--- config.mk ---
export PLATFORM = sky130hd
export DESIGN_NAME = serial_addsub
export DESIGN_NICKNAME = d
export VERILOG_FILES = /design/src/rtl/serial_addsub.sv
export SDC_FILE = /design/constraint.sdc
export NUM_CORES = 1
export LEC_CHECK = 0
export ABC_AREA = 1
export CAP_MARGIN = 20
export CORE_MARGIN = 3
export CORE_UTILIZATION = 44
export DETAILED_ROUTE_END_ITERATION = 8
export PLACE_DENSITY = 0.73
export SYNTH_ARGS = -nofsm -noshare
export SYNTH_HDL_FRONTEND = slang
export SYNTH_SLANG_ARGS = --single-unit
--- constraint.sdc ---
create_clock -name clk -period 1.1 [get_ports clk]
set_input_delay 0.165 -clock clk [delete_from_list [all_inputs] [get_ports clk]]
set_output_delay 0.165 -clock clk [all_outputs]
set_load 0.02 [all_outputs]
--- src/rtl/serial_addsub.sv ---
// -----------------------------------------------------------------------------
// serial_addsub
//   Bit-serial adder/subtractor: one full-adder cell plus a carry flip-flop,
//   processing one operand bit per clock, LSB first. Operands arrive on a
//   valid/ready handshake. The result and its flags leave on a second
//   valid/ready handshake.
//
// Parameters
//   WIDTH      operand/result width in bits (2..32)
//
// Ports
//   clk        clock, rising edge
//   rst_n      asynchronous active-low reset
//   in_valid   operands a, b, sub, c_in valid this cycle
//   in_ready   block can accept operands (idle)
//   a, b       operands
//   sub        0: a + b + c_in, 1: a - b (c_in ignored)
//   c_in       carry-in for addition
//   out_valid  sum / c_out / ovf hold a completed result
//   out_ready  consumer accepts the result
//   sum        result modulo 2^WIDTH
//   c_out      carry out of the MSB (for subtraction, 1 = no borrow)
//   ovf        signed overflow (carry into MSB xor carry out of MSB)
// -----------------------------------------------------------------------------
module serial_addsub #(
  parameter int WIDTH = 8
) (
  input  logic             clk,
  input  logic             rst_n,
  input  logic             in_valid,
  output logic             in_ready,
  input  logic [WIDTH-1:0] a,
  input  logic [WIDTH-1:0] b,
  input  logic             sub,
  input  logic             c_in,
  output logic             out_valid,
  input  logic             out_ready,
  output logic [WIDTH-1:0] sum,
  output logic             c_out,
  output logic             ovf
);

  localparam int             CW   = $clog2(WIDTH);
  localparam logic [CW-1:0]  LAST = CW'(WIDTH - 1);

  typedef enum logic [1:0] {
    IDLE = 2'd0,
    RUN  = 2'd1,
    DONE = 2'd2
  } state_t;

  state_t            state;
  // shift_a doubles as the result register: each sum bit enters at the MSB
  // while the consumed operand bit leaves at the LSB, so after WIDTH shifts
  // it holds the complete sum.
  logic [WIDTH-1:0]  shift_a;
  logic [WIDTH-1:0]  shift_b;
  logic              carry;
  logic [CW-1:0]     cnt;

  logic              s;
  logic              carry_nxt;

  function automatic logic maj3(input logic x, input logic y, input logic z);
    return (x & y) | (x & z) | (y & z);
  endfunction

  assign s         = shift_a[0] ^ shift_b[0] ^ carry;
  assign carry_nxt = maj3(shift_a[0], shift_b[0], carry);
  assign in_ready  = (state == IDLE);

  always_ff @(posedge clk or negedge rst_n) begin
    if (!rst_n) begin
      state     <= IDLE;
      shift_a   <= '0;
      shift_b   <= '0;
      carry     <= 1'b0;
      cnt       <= '0;
      sum       <= '0;
      c_out     <= 1'b0;
      ovf       <= 1'b0;
      out_valid <= 1'b0;
    end else begin
      case (state)
        IDLE: begin
          if (in_valid) begin
            // Subtraction is a + ~b + 1: invert b and seed the carry with 1.
            shift_a <= a;
            shift_b <= sub ? ~b : b;
            carry   <= sub | c_in;
            cnt     <= '0;
            state   <= RUN;
          end
        end
        RUN: begin
          shift_a <= {s, shift_a[WIDTH-1:1]};
          shift_b <= {1'b0, shift_b[WIDTH-1:1]};
          carry   <= carry_nxt;
          cnt     <= cnt + CW'(1);
          if (cnt == LAST) begin
            // On the MSB, the current carry FF is the carry into the MSB.
            sum       <= {s, shift_a[WIDTH-1:1]};
            c_out     <= carry_nxt;
            ovf       <= carry ^ carry_nxt;
            out_valid <= 1'b1;
            state     <= DONE;
          end
        end
        DONE: begin
          if (out_ready) begin
            out_valid <= 1'b0;
            state     <= IDLE;
          end
        end
        default: begin
          state <= IDLE;
        end
      endcase
    end
  end

endmodule

==> metrics.txt <==
first-pass GRT wire length=5840 um; count leader, synth=nand2_1; clock power share=0.158; critical path class=register to register; Leak=1.29 nW; Post-synth EDFFs=0; PortBufs=33; cell taking the most area after synthesis=dfrtp_1; Hold Buf Count CTS=0; Tmin final=1230 ps; cell area after placement=2110 um2; GP Congestion=0.718; average wire per standard cell=14.0 um; max_slew headroom=0.821; post-synthesis cell area=1630 um2; GR Overflow Total=0; CP Launch Type=register; worst-path fanout max=8; # diodes=0; register area share after synthesis=0.508; master cell of the clock root buffer=clkbuf_8; core area=3440 um2; Crit path top cell by count=clkinv_8; setup ws final=-130 ps; predominant post-synthesis flop cell=dfrtp_1; post-route ant nets=0; Largest stage delay, worst path=390 ps; die area=4460 um2; I/O pins=34; Buf/Inv on CP=4; Cell Pwr Density=2550 nW/um2; Die X=66.8 um; via count=1541; Register Area=826 um2; Filler Cell Count=249; final setup TNS=-2410 ps; Net Count, Synth=226; die height=66.8 um; largest net degree at the start of global routing=34; CTS tree=yes; switching share of power=0.417; Pint=3.72 mW; Starting Density=0.473; power share of the combinational group=0.504; CP max stage cell=dfrtp_1; htree depth=2; CP arrival=1400 ps; area taken by multi-input logic gates=850 um2; period utilization=1.12; Detailed Place HPWL=2370 um; Slew @ Worst Pin=267 ps; #FFs+latches synth=33; required time of the critical path=1270 ps; Syn Area/Cell=8.09 um2; Flop pwr share=0.338; Initial DRC Count=171; unrepaired setup endpoints after global routing=true; layout cell share with drive strength beyond 1=0.344; Routed WL=4270 um; worst skew pair latency=290 ps; status=complete, but fails checks; TritonRoute pass-1 iters=4; ys async rst share=1.00; failing checks=setup timing; CTS Buf Count=5; Synth top cells by count=nand2_1, nand3_1, dfrtp_1; Max VDD drop=1510 uV; placed cell count=287; total of max-cap violations=0; family with the most delay on the worst path=buffers and inverters; antenna violations before repair=0; maximum buffer depth of the clock tree=2; Final Setup Violations=32; dominant cells by area after synthesis=dfrtp_1, nand2_1, nand3_1, inv_1, buf_4; Netlist cell types=17; Sw Pwr=2.66 mW; Synth top area share=0.508; pre-CTS setup slack=-179 ps; Slew Viols, Final=0; CP cell instances=buf_6, clkinv_8, nand2_8, buf_12, clkinv_8, nand2_2, nand3_2; Final Hold Vio Count=0; DRC viols=0; Syn Inst Count=201; Clk pin slew, worst setup/hold paths=70 ps; Max Clock Freq=813 MHz; Finished Layout Cells=305; clk sinks=33; Clock Skews=3.97 ps; post-route design area=2500 um2; Hold/Removal Path Class=primary input to async pin; YS warnings=0; Layout area overhead=53.9%; nets=283; Total GRT Usage=0.175; Via density=5.05; vias in the first global route=1292; element type at the critical path end=register; # rows=21
## per-stage QoR
stage	hold WS [ps]	total power [mW]	utilization
after CTS	244	5.55	0.656
after floorplan	-131	3.52	-
after global placement	452	4.39	0.612
final	239	6.39	0.727
after global routing	253	6.78	0.727
after detailed placement	459	4.47	0.612
## worst register-to-register path, cell delays in order, from the launching register on
cell,delay [ps]
dfrtp_1,390
buf_6,140
clkinv_8,70
nand2_8,100
buf_12,170
clkinv_8,80
nand2_2,80
nand3_2,80
## power by group through the flow
stage,Sequential (mW),Clock (mW),Combinational (mW)
final,2.16,1.01,3.22
after global routing,2.21,1.09,3.48
after CTS,2.08,1.03,2.45
after detailed placement,2.09,0,2.38
after global placement,2.06,0,2.34
after floorplan,2.25,0,1.27
## flip-flops by register name, summed over array words and instances, names as in the netlist
signal,cells
cnt,3
shift_a,8
sum,8
c_out,1
carry,1
shift_b,8
out_valid,1
state,2
ovf,1
## final cells by class
type	instances	area share
Sequential cell	33	0.330
Tap cell	46	0.0230
Inverter	15	0.0345
Timing Repair Buffer	56	0.217
Multi-Input combinational cell	144	0.339
Clock inverter	1	0.00200
Timing Repair inverter	3	0.0155
Clock buffer	7	0.0385
## path summary, 6_finish.rpt
check	startpoint	end	slack [ps]	depth (start not counted)
setup / recovery	state[1]$_DFFE_PN0P_	shift_b[0]$_DFFE_PN0P_	-130	7
hold / removal	rst_n	c_out$_DFFE_PN0P_	240	2
setup reg to reg	state[1]$_DFFE_PN0P_	shift_b[0]$_DFFE_PN0P_	-130	7
hold reg to reg	sum[0]$_DFFE_PN0P_	sum[0]$_DFFE_PN0P_	470	2
max in group asynchronous	rst_n	shift_a[0]$_DFFE_PN0P_	680	2
min in group clk	sum[0]$_DFFE_PN0P_	sum[0]$_DFFE_PN0P_	470	2
## kinds of logic after synthesis
group	Yosys count	share of synthesized area
simple gates	136	0.365
fa+ha+maj	3	0.0277
buf+inv	24	0.0792
compound gates	3	0.0100
flops	33	0.508
xor+xnor	2	0.0108
## cell usage in the layout (no fill, tap or decap), drive strengths merged
cell	instances
buf	32
clkbuf	10
clkdlybuf4s50	21
clkinv	4
dfrtp	33
fa	1
ha	2
inv	15
nand2	87
nand3	46
nor2	3
o21ai	2
o22ai	1
xor2	2
## repair_timing
| item | CTS | global route |
|---|---|---|
| gates cloned | 0 | 6 |
| setup buffers | 1 | 3 |
| pin swaps | 7 | 18 |
| resized for setup | 52 | 62 |
| endpoints found under the setup margin | 45 | 43 |
## layer usage
metal,vias to the layer above,GRT usage,wire (um)
met4,0,0.0609,67
met1,722,0.214,1770
met5,-,0,0
li1,751,-,-
met2,60,0.287,2170
met3,8,0.0573,267
(Power assumes the default switching activity.)
